===== config.mk =====
export PLATFORM = sky130hd
export DESIGN_NAME = mem_access_arbiter
export DESIGN_NICKNAME = d
export VERILOG_FILES = /design/src/rtl/mem_access_arbiter_pkg.sv /design/src/rtl/mem_access_arbiter_rr.sv /design/src/rtl/mem_access_arbiter.sv
export SDC_FILE = /design/constraint.sdc
export NUM_CORES = 1
export LEC_CHECK = 0
export ABC_AREA = 1
export ABC_CLOCK_PERIOD_IN_PS = 2800
export CORE_ASPECT_RATIO = 0.5
export CORE_MARGIN = 3
export CORE_UTILIZATION = 40
export CTS_BUF_LIST = sky130_fd_sc_hd__clkbuf_8
export DETAILED_ROUTE_END_ITERATION = 10
export PLACE_DENSITY_LB_ADDON = 0.1
export SYNTH_ARGS = -nofsm -noshare
export SYNTH_HDL_FRONTEND = slang
export SYNTH_HIERARCHICAL = 1
export SYNTH_SLANG_ARGS = --single-unit

===== constraint.sdc =====
create_clock -name MEM_ACCESS_ARBITER_CLOCK_50 -period 2.8 [get_ports MEM_ACCESS_ARBITER_CLOCK_50]
set_clock_uncertainty 0.15 [all_clocks]
set_input_delay 0.42 -clock MEM_ACCESS_ARBITER_CLOCK_50 [delete_from_list [all_inputs] [get_ports MEM_ACCESS_ARBITER_CLOCK_50]]
set_output_delay 0.42 -clock MEM_ACCESS_ARBITER_CLOCK_50 [all_outputs]
set_load 0.02 [all_outputs]

===== src/rtl/mem_access_arbiter_pkg.sv =====
// mem_access_arbiter_pkg: shared constants for the ARC main-memory access sequencer.
// Rev 1.0
`default_nettype none

package mem_access_arbiter_pkg;

  localparam logic [1:0] ST_IDLE   = 2'd0;
  localparam logic [1:0] ST_ACCESS = 2'd1;
  localparam logic [1:0] ST_DONE   = 2'd2;

  localparam logic REQ_FETCH = 1'b0;
  localparam logic REQ_DATA  = 1'b1;

  localparam int DEFAULT_TIMEOUT_CYCLES = 16;

endpackage

`default_nettype wire


===== src/rtl/mem_access_arbiter_rr.sv =====
// mem_access_arbiter_rr: combinational 2-way round-robin grant (fetch vs data port).
// Rev 1.0
`default_nettype none

module mem_access_arbiter_rr
  import mem_access_arbiter_pkg::*;
(
  input  logic fetch_req,
  input  logic data_req,
  input  logic last_served,
  output logic winner
);

  // On a tie the port that was not served last wins; the encoding makes that an inversion.
  always_comb begin
    winner = REQ_FETCH;
    if (fetch_req && data_req) begin
      winner = ~last_served;
    end else if (data_req) begin
      winner = REQ_DATA;
    end
  end

endmodule

`default_nettype wire


===== src/rtl/mem_access_arbiter.sv =====
// mem_access_arbiter: grants fetch/data ports to main memory one at a time, runs one
// transaction with ACK timeout and returns data with a one-cycle Ack pulse. Rev 1.0
`default_nettype none

module mem_access_arbiter
  import mem_access_arbiter_pkg::*;
#(
  parameter int DATAWIDTH_BUS  = 32,
  parameter int TIMEOUT_CYCLES = DEFAULT_TIMEOUT_CYCLES
) (
  input  logic                     MEM_ACCESS_ARBITER_CLOCK_50,
  input  logic                     MEM_ACCESS_ARBITER_ResetInLow_In,
  input  logic                     MEM_ACCESS_ARBITER_FetchReq_In,
  input  logic [DATAWIDTH_BUS-1:0] MEM_ACCESS_ARBITER_FetchAddr_InBus,
  output logic                     MEM_ACCESS_ARBITER_FetchAck_Out,
  input  logic                     MEM_ACCESS_ARBITER_DataReq_In,
  input  logic                     MEM_ACCESS_ARBITER_DataWR_In,
  input  logic [DATAWIDTH_BUS-1:0] MEM_ACCESS_ARBITER_DataAddr_InBus,
  input  logic [DATAWIDTH_BUS-1:0] MEM_ACCESS_ARBITER_DataWData_InBus,
  output logic                     MEM_ACCESS_ARBITER_DataAck_Out,
  output logic [DATAWIDTH_BUS-1:0] MEM_ACCESS_ARBITER_RData_OutBus,
  output logic [DATAWIDTH_BUS-1:0] MEM_ACCESS_ARBITER_MemA_OutBus,
  output logic [DATAWIDTH_BUS-1:0] MEM_ACCESS_ARBITER_MemB_OutBus,
  output logic                     MEM_ACCESS_ARBITER_MemRD_Out,
  output logic                     MEM_ACCESS_ARBITER_MemWRMain_Out,
  input  logic                     MEM_ACCESS_ARBITER_MemACK_In,
  input  logic [DATAWIDTH_BUS-1:0] MEM_ACCESS_ARBITER_MemData_InBus,
  output logic                     MEM_ACCESS_ARBITER_Busy_Out,
  output logic                     MEM_ACCESS_ARBITER_Err_Out
);

  localparam int              CNT_W    = $clog2(TIMEOUT_CYCLES);
  localparam logic [CNT_W-1:0] TMO_LAST = CNT_W'(TIMEOUT_CYCLES - 1);

  logic [1:0]               state;
  logic                     last_served;
  logic                     winner_q;
  logic                     op_q;
  logic                     err_q;
  logic [DATAWIDTH_BUS-1:0] addr_q;
  logic [DATAWIDTH_BUS-1:0] wdata_q;
  logic [DATAWIDTH_BUS-1:0] rdata_q;
  logic [CNT_W-1:0]         tmo_cnt;
  logic                     grant;
  logic                     any_req;
  logic                     timeout_hit;

  assign any_req     = MEM_ACCESS_ARBITER_FetchReq_In | MEM_ACCESS_ARBITER_DataReq_In;
  assign timeout_hit = (tmo_cnt == TMO_LAST);

  mem_access_arbiter_rr u_rr (
    .fetch_req   (MEM_ACCESS_ARBITER_FetchReq_In),
    .data_req    (MEM_ACCESS_ARBITER_DataReq_In),
    .last_served (last_served),
    .winner      (grant)
  );

  always_ff @(posedge MEM_ACCESS_ARBITER_CLOCK_50) begin
    if (!MEM_ACCESS_ARBITER_ResetInLow_In) begin
      state       <= ST_IDLE;
      last_served <= REQ_DATA;
      winner_q    <= REQ_FETCH;
      op_q        <= 1'b0;
      err_q       <= 1'b0;
      addr_q      <= '0;
      wdata_q     <= '0;
      rdata_q     <= '0;
      tmo_cnt     <= '0;
    end else begin
      case (state)
        ST_IDLE: begin
          if (any_req) begin
            state       <= ST_ACCESS;
            winner_q    <= grant;
            last_served <= grant;
            tmo_cnt     <= '0;
            // Fetch is read-only and has no write data, so the B bus keeps its last value.
            if (grant == REQ_DATA) begin
              op_q    <= MEM_ACCESS_ARBITER_DataWR_In;
              addr_q  <= MEM_ACCESS_ARBITER_DataAddr_InBus;
              wdata_q <= MEM_ACCESS_ARBITER_DataWData_InBus;
            end else begin
              op_q    <= 1'b0;
              addr_q  <= MEM_ACCESS_ARBITER_FetchAddr_InBus;
            end
          end
        end
        ST_ACCESS: begin
          if (MEM_ACCESS_ARBITER_MemACK_In) begin
            state   <= ST_DONE;
            rdata_q <= op_q ? '0 : MEM_ACCESS_ARBITER_MemData_InBus;
            err_q   <= 1'b0;
          end else if (timeout_hit) begin
            state   <= ST_DONE;
            rdata_q <= '0;
            err_q   <= 1'b1;
          end else begin
            tmo_cnt <= tmo_cnt + CNT_W'(1);
          end
        end
        ST_DONE: begin
          state <= ST_IDLE;
        end
        default: begin
          state <= ST_IDLE;
        end
      endcase
    end
  end

  assign MEM_ACCESS_ARBITER_MemA_OutBus   = addr_q;
  assign MEM_ACCESS_ARBITER_MemB_OutBus   = wdata_q;
  assign MEM_ACCESS_ARBITER_MemRD_Out     = (state == ST_ACCESS) & ~op_q;
  assign MEM_ACCESS_ARBITER_MemWRMain_Out = (state == ST_ACCESS) &  op_q;
  assign MEM_ACCESS_ARBITER_FetchAck_Out  = (state == ST_DONE) & (winner_q == REQ_FETCH);
  assign MEM_ACCESS_ARBITER_DataAck_Out   = (state == ST_DONE) & (winner_q == REQ_DATA);
  assign MEM_ACCESS_ARBITER_Err_Out       = (state == ST_DONE) & err_q;
  assign MEM_ACCESS_ARBITER_Busy_Out      = (state != ST_IDLE);
  assign MEM_ACCESS_ARBITER_RData_OutBus  = rdata_q;

endmodule

`default_nettype wire


== Word level (Yosys, flattened, before mapping) ==
Index checks and enable logic that the tools add are counted.
Word-level totals
  flip-flop bits (word level): 106
  output and inout port bits: 102
  word-level logic and storage cells: 53
Operators by class
  $add $sub $neg: 1
  eq/ne operators: 7
  muxes and demuxes: 17
  bitwise logic cells: 9
  reduce and logical (&&, ||, !) cells: 10
Operators with widths (number)
  $mux 32: 4
  $mux 4: 3
  $pmux 4 s2: 1
  $mux 2: 3
  $ne 2x2->1 const B: 3
  $reduce_and 2->1: 3
  $reduce_bool 2->1: 3
  $and 1x1->1: 5
  $mux 1: 5
  $add 4x1->4 const B: 1
  $eq 4x4->1 const B: 1
  $pmux 2 s2: 1
  $reduce_and 4->1: 1
  $ne 3x3->1 const B: 1
  $not 1->1: 3
  $reduce_and 3->1: 1
  $eq 2x1->1 const B: 1
  $eq 2x2->1 const B: 1
  $logic_not 2->1: 1
  $logic_and 1x1->1: 1
  $or 1x1->1: 1

== Longest topological paths before layout ==
Gate-level depths: netlist of the first run.
  depth after elaboration: 4
  depth in mapped cells: 9
  mapped depth without buffers: 7

== Cells and area by module ==
The synthesis of the first run kept the hierarchy.
By module, submodules not included
  mem_access_arbiter: instances 1, cells each 597, area an instance 4267.8 µm²
  mem_access_arbiter_rr: instances 1, cells each 2, area an instance 12.5 µm²

== Worst setup path before layout of the first run ==
OpenSTA, ideal clock, no wires.
  kind: input -> register
  start: input MEM_ACCESS_ARBITER_DataReq_In
  end: register addr_q[10], in the netlist MEM_ACCESS_ARBITER_MemA_OutBus[10]
  arrival time: 1183 ps
  required time: 2534 ps
  path slack: 1351 ps
  stages on the path: 9
  path buffers: 2
  cells stage by stage: inv_1 -> a21oi_2 -> buf_4 -> inv_2 -> buf_2 -> nand2_1 -> nand2_1 -> o21ai_0 -> nor2_1
On the way
  longest elaborated chain between the ends: 3
  elaborated cells on any way between the ends: 6
RTL lines
  from (decl): RTL line mem_access_arbiter.sv:16  | input logic MEM_ACCESS_ARBITER_DataReq_In,
  $mux 1 / $logic_and 1x1->1 (equally long branches): RTL line mem_access_arbiter_rr.sv:19, mem_access_arbiter_rr.sv:17
  $mux 1 *: RTL line mem_access_arbiter_rr.sv:17  | if (fetch_req && data_req) begin
  via grant: RTL line mem_access_arbiter.sv:44  | logic grant;
  $mux 32 *: RTL line mem_access_arbiter.sv:78  | if (grant == REQ_DATA) begin
  to (signal assigned): RTL line mem_access_arbiter.sv:80  | addr_q <= MEM_ACCESS_ARBITER_DataAddr_InBus;
  to (signal assigned): RTL line mem_access_arbiter.sv:84  | addr_q <= MEM_ACCESS_ARBITER_FetchAddr_InBus;
  to (decl): RTL line mem_access_arbiter.sv:40  | logic [DATAWIDTH_BUS-1:0] addr_q;
The timed path passes the listed nets; every way through them passes the cells marked *.
A chain may end at the register's enable or synchronous reset.

== Worst setup path after layout of the first run ==
  start: register state[1]
  end: output MEM_ACCESS_ARBITER_MemRD_Out
On the way
  longest elaborated chain between the ends: 2
RTL lines
  from (decl): RTL line mem_access_arbiter.sv:35  | logic [1:0] state;
  from (signal assigned): RTL line mem_access_arbiter.sv:60  | state <= ST_IDLE;
  from (signal assigned): RTL line mem_access_arbiter.sv:73  | state <= ST_ACCESS;
  from (signal assigned): RTL line mem_access_arbiter.sv:90  | state <= ST_DONE;
  $eq 2x1->1: RTL line mem_access_arbiter.sv:113  | assign MEM_ACCESS_ARBITER_MemRD_Out = (state == ST_ACCESS) & ~op_q;
  $and 1x1->1: RTL line mem_access_arbiter.sv:113
  to (decl): RTL line mem_access_arbiter.sv:24  | output logic MEM_ACCESS_ARBITER_MemRD_Out,
No other way between the ends.

==> results of run 1 <==
==> routing by layer <==
metal	vias up	global-route usage, %
met5	-	0
met4	0	5.65
met3	16	7.89
met2	156	35.7
met1	1933	25.3
li1	2304	-
==> Yosys cell counts, drive strengths merged, types with 2 or more instances <==
cell    instances  area (um^2)
nand2         179          684
nor2          145          564
dfxtp         106         2120
o21ai          65          329
a21oi          38          198
buf            24          180
inv            16         60.1
clkbuf         13         50.0
nand3           8         45.0
nor3            2         21.3
==> registers in the layout, summed over array words and instances, names as in the netlist <==
name	cells
tmo_cnt	4
err_q	1
MEM_ACCESS_ARBITER_MemA_OutBus	32
last_served	1
op_q	1
MEM_ACCESS_ARBITER_RData_OutBus	32
state	2
MEM_ACCESS_ARBITER_MemB_OutBus	32
winner_q	1
==> logic make-up after synthesis <==
kind of cell,synth area share [%]
AND/OR/NAND/NOR,31.0
flip-flops,49.6
AO/OA/AOI/OAI,12.3
buffers and inverters,6.78
adder cells (fa/ha/maj),0.292
==> cell type report <==
class | count | area share [%]
clock buffers | 9 | 1.81
flip-flops and latches | 106 | 31.1
clock inverters | 7 | 1.12
repair buffers | 243 | 35.3
well taps | 135 | 2.47
inverters | 16 | 0.880
multi-input cells | 440 | 27.4
==> worst paths after layout <==
kind	from	endpoint	slack, ns	cells past startpoint
max	state[1]$_SDFFE_PN0P_	MEM_ACCESS_ARBITER_MemRD_Out	0.59	4
min	MEM_ACCESS_ARBITER_ResetInLow_In	tmo_cnt[0]$_SDFFE_PN0P_	0.31	3
max reg2reg	tmo_cnt[0]$_SDFFE_PN0P_	MEM_ACCESS_ARBITER_RData_OutBus[5]$_SDFFE_PN0P_	0.98	6
min reg2reg	err_q$_SDFFE_PN0P_	err_q$_SDFFE_PN0P_	0.32	2
==> power by group through the flow <==
stage                     clock network (uW)  logic (uW)  registers [uW]
after floorplan                            0         338            1870
after global placement                     0         950            1730
after detailed placement                   0         959            1730
after CTS                               1000         962            1700
after global routing                    1060        1040            1710
final                                    960         950            1700
==> cell usage in the layout (no fill, tap or decap), types with 2 or more instances in the layout <==
cell type	netlist	layout
a21oi_1	36	36
a21oi_2	2	2
buf_4	4	8
clkbuf_8	0	9
clkdlybuf4s50_1	0	234
clkinv_2	0	2
dfxtp_1	106	106
inv_1	14	14
inv_2	2	2
inv_6	0	2
nand2_1	176	176
nand2_2	2	2
nand3_1	7	7
nor2_1	141	141
nor2_2	2	2
nor2_4	2	2
o21ai_0	56	56
o21ai_1	8	8
==> worst max-delay path, stage by stage, from the launching register on <==
cell and delay (ns):
dfxtp_1 0.36, inv_1 0.08, nand2_2 0.09, nor2_1 0.10
clkdlybuf4s50_1 0.64
==> per-stage QoR <==
| stage | hold slack, ns | std cells | util [%] |
|---|---|---|---|
| final | 0.312 | 956 | 68.8 |
| after global routing | 0.342 | 956 | 68.8 |
| after CTS | 0.304 | 956 | 68.8 |
| after detailed placement | 0.305 | 940 | 66.8 |
| after global placement | 0.298 | 940 | 66.8 |
| after floorplan | 0.290 | 599 | - |
==> key figures, run 1 <==
Finish
  • Multi-input gate area: 1870 um^2
  • Layout fillers: 878
  • Final Cell Area: 6830 um^2
  • N_diodes: 0
  • Area Growth Syn to Fin: 59.5%
  • FF/Latch Area: 2120 um^2
  • Nets: 951
  • Layout cell share with drive strength beyond 1: 4.75%

Clocking
  • Clock root buffer: clkbuf_8
  • Hold-fix buffers, CTS: 0
  • CTS Buf Count: 9
  • Clock transition at path regs: 0.10 ns
  • Clk Latency, worst-skew pair: 0.37 ns
  • CTS max path bufs: 2
  • Setup bufs post-CTS: 0
  • Cts repair resizes: 0
  • CTS tree: done
  • CTS HTree Levels: 3
  • Clock sinks: 106

Die
  • Initial Util: 43.2%
  • Core area: 9920 um^2
  • Die area: 12100 um^2
  • # rows: 25
  • I/O Pins: 236
  • Die Span Y: 79.1 um
  • Die width: 152 um

Detailed routing
  • Total wire length: 12700 um
  • WL met2: 6020 um
  • Routed WL per cell: 13.3 um
  • Post-detailed-route count of antenna-violating nets: 0
  • Vias per cell: 4.61
  • Met3 wire length: 1110 um
  • Via count: 4409
  • Remaining DRCs: 0
  • Number of DRC markers in iteration 0: 246
  • Top Layer Used: met4
  • Met1 WL: 5420 um
  • First-pass DRT Iterations: 4

STA
  • Worst slew margin: 58.1%
  • # setup viols final: 0
  • Setup ws final: 0.588 ns
  • Least-Margin Pin Slew: 0.627 ns
  • Setup TNS: 0 ns
  • Max Freq: 452 MHz
  • Period minus WS final: 2.21 ns
  • Final period util: 79.0%
  • Max Slew Vio Count: 0
  • RSZ-0062 raised after global routing: false
  • Fin. Hold Viols: 0

Place
  • Setup WS pre-CTS: 0.469 ns
  • GPL Wtd Cong: 0.791
  • Hpwl dp: 9330 um
  • Port-buffer cells: 235
  • Placed cell area: 6630 um^2

Critical path
  • Critical Path AT: 1.64 ns
  • Worst EP required: 2.23 ns
  • Max Fanout on Critical Path: 5
  • CP Launch Type: flop
  • CP Capture Type: output pin
  • Critical path class: reg -> out

Outcome
  • Status: complete, no violations

Pwr
  • Pint: 2520 uW
  • Worst vdd ir: 0.264 mV
  • Clk pwr share: 26.6%
  • Net Sw Power: 1080 uW
  • Total leakage power: 0.00281 uW
  • Sequential Power Share: 47.1%
  • Tot Pwr: 3610 uW
  • Sw Ratio: 30.0%
  • Gate power share: 26.3%
  • Pwr dens: 528 nW/um^2

Yosys
  • Top FF cell, synth: dfxtp_1
  • Sequential area share after synthesis: 49.6%
  • Syn_area_per_cell: 7.15 um^2
  • Share of flip-flops with an asynchronous set or reset: 0%
  • Cells after Synth: 599
  • Count of flip-flops with a built-in enable after synthesis: 0
  • Syn nets: 734
  • Distinct cells, synth: 26
  • Seq cells post-synth: 106
  • Ys Warns: 6
  • Mapped Area: 4280 um^2

Global route
  • Antenna violations before repair: 0
  • First-pass GRT wire length: 20600 um
  • Vias in the first global route: 4135
  • Largest net degree at the start of global routing: 47
  • GRT Total Usage: 21.0%
  • Gr ovfl total: 0

Job
  • Max-cap violations: 0

Hold path
  • HP Class: in -> reg
(Power assumes the default switching activity.)
==> inputs of run 2 (changes only) <==
--- a/config.mk
+++ b/config.mk
@@ -6,7 +6,7 @@
 export NUM_CORES = 1
 export LEC_CHECK = 0
 export ABC_AREA = 1
-export ABC_CLOCK_PERIOD_IN_PS = 2800
+export ABC_CLOCK_PERIOD_IN_PS = 2050
 export CORE_ASPECT_RATIO = 0.5
 export CORE_MARGIN = 3
 export CORE_UTILIZATION = 40
==> constraint.sdc (replaced) <==
create_clock -name MEM_ACCESS_ARBITER_CLOCK_50 -period 2.05 [get_ports MEM_ACCESS_ARBITER_CLOCK_50]
set_clock_uncertainty 0.15 [all_clocks]
set_input_delay 0.3075 -clock MEM_ACCESS_ARBITER_CLOCK_50 [delete_from_list [all_inputs] [get_ports MEM_ACCESS_ARBITER_CLOCK_50]]
set_output_delay 0.3075 -clock MEM_ACCESS_ARBITER_CLOCK_50 [all_outputs]
set_load 0.02 [all_outputs]
==> run 2 against run 1 <==
Net effect:
- utilization grew 1.5 points
- die area is the same
- sequential cell count unchanged
- non-clock buffer count increased by 6
- combinational power increased by 41%
==> key figures, run 2 (same netlist as run 1, synthesis figures left out) <==
Hold path
  • HP Class: reg -> reg

STA
  • Fin. Hold Viols: 0
  • # setup viols final: 0
  • Least-Margin Pin Slew: 0.593 ns
  • Max Slew Vio Count: 0
  • Max Freq: 548 MHz
  • Period minus WS final: 1.82 ns
  • Worst slew margin: 60.4%
  • RSZ-0062 raised after global routing: false
  • Setup TNS: 0 ns
  • Final period util: 89.0%

Finish
  • Final Cell Area: 6970 um^2
  • Layout fillers: 856
  • Area Growth Syn to Fin: 62.8%
  • Layout cell share with drive strength beyond 1: 5.21%
  • Multi-input gate area: 1870 um^2
  • Most frequent cells in the layout: 228 x clkdlybuf4s50_1, 176 x nand2_1, 141 x nor2_1, 106 x dfxtp_1, 56 x o21ai_0
  • Commonest non-fill, non-tap cell in the layout: clkdlybuf4s50_1
  • Nets: 957
  • FF/Latch Area: 2120 um^2
  • N_diodes: 0
  • Non-Filler Instances: 960

Critical path
  • Worst EP required: 1.59 ns
  • CP Capture Type: output pin
  • CP Launch Type: flop
  • Critical Path AT: 1.37 ns
  • Max Fanout on Critical Path: 3
  • Critical path class: reg -> out

Global route
  • First-pass GRT wire length: 20800 um
  • GRT Total Usage: 21.1%
  • Largest net degree at the start of global routing: 69
  • Vias in the first global route: 4208
  • Gr ovfl total: 0
  • Antenna violations before repair: 0

Clocking
  • Clock transition at path regs: 0.09 ns
  • Clock root buffer: clkbuf_8
  • Clock sinks: 106
  • CTS tree: done
  • Setup bufs post-CTS: 0
  • CTS max path bufs: 2
  • CTS Buf Count: 9
  • Clk Latency, worst-skew pair: 0.36 ns
  • CTS HTree Levels: 3

Job
  • Max-cap violations: 0

Die
  • Die Span Y: 79.1 um
  • Die width: 152 um
  • Core area: 9920 um^2
  • I/O Pins: 236
  • # rows: 25
  • Die area: 12100 um^2
  • Initial Util: 43.2%

Outcome
  • Status: complete, no violations

Place
  • GPL Wtd Cong: 0.806
  • Port-buffer cells: 235
  • Placed cell count: 946
  • Hpwl dp: 9610 um
  • Placed cell area: 6750 um^2

Detailed routing
  • Post-detailed-route count of antenna-violating nets: 0
  • Via count: 4453
  • Remaining DRCs: 0
  • First-pass DRT Iterations: 4
  • Total wire length: 12900 um
  • Vias per cell: 4.64
  • Routed WL per cell: 13.5 um
  • Number of DRC markers in iteration 0: 190

Pwr
  • Total leakage power: 0.00292 uW
  • Pwr dens: 736 nW/um^2
  • Worst vdd ir: 0.328 mV
-- run 2: cell count changes in the layout (fill, tap and decap cells not counted), sizes merged, moves of 2 or more --
cell,change
dlygate4sd2,+5
buf,+6
clkdlybuf4s50,-6
inv,-2
bufinv,+2
-- run 2: final cells by class --
type,count,share of cell area (%)
sequential,106,30.4
timing repair buffer,249,36.2
inverter,16,0.862
clock inverter,5,1.49
multi-input combinational,440,26.8
clock buffer,9,1.78
tap,135,2.42
-- run 2: worst paths after layout --
path | startpoint | end | slack (ns) | depth (start not counted)
setup / recovery | state[0]$_SDFFE_PN0P_ | MEM_ACCESS_ARBITER_FetchAck_Out | 0.23 | 4
hold / removal | MEM_ACCESS_ARBITER_RData_OutBus[9]$_SDFFE_PN0P_ | MEM_ACCESS_ARBITER_RData_OutBus[9]$_SDFFE_PN0P_ | 0.32 | 2
setup reg to reg | tmo_cnt[0]$_SDFFE_PN0P_ | MEM_ACCESS_ARBITER_RData_OutBus[24]$_SDFFE_PN0P_ | 0.44 | 7
hold reg to reg | MEM_ACCESS_ARBITER_RData_OutBus[9]$_SDFFE_PN0P_ | MEM_ACCESS_ARBITER_RData_OutBus[9]$_SDFFE_PN0P_ | 0.32 | 2
-- run 2: timing repair --
item                       in CTS  in global routing
gates resized for setup         5                  1
hold buffers                    0                  0
setup endpoints to repair       5                  1
-- run 2: power breakdown --
part,total [uW],leakage (uW),switching (uW),internal [uW]
Clock,1480,0.000116,675,800
Sequential,2320,0.000871,88.9,2230
Combinational,1340,0.00193,665,673
-- run 2: critical path: stages (launching register included) --
cell           delay [ns]
dfxtp_1              0.35
inv_1                0.09
nand2_1              0.09
nor2_1               0.10
dlygate4sd2_1        0.37
-- run 2: metal layers --
metal,wire length (um),track usage (%),vias to the layer above,part of all wire [%]
met1,5400,24.5,1965,42
met2,6280,37.0,155,49
met3,1110,8.33,11,8.6
met4,155,5.20,0,1.2
li1,-,-,2322,-
met5,0,0,-,0
-- run 2: metrics by stage --
step	total power, uW	hold slack (ns)	util, %	setup slack [ns]
final	5130	0.318	70.3	0.226
after global routing	5390	0.327	70.3	0.0844
after CTS	5190	0.314	70.3	0.0133
after detailed placement	3720	0.305	68.0	0.0402
after global placement	3700	0.300	68.0	0.102
after floorplan	3010	0.290	-	0.645
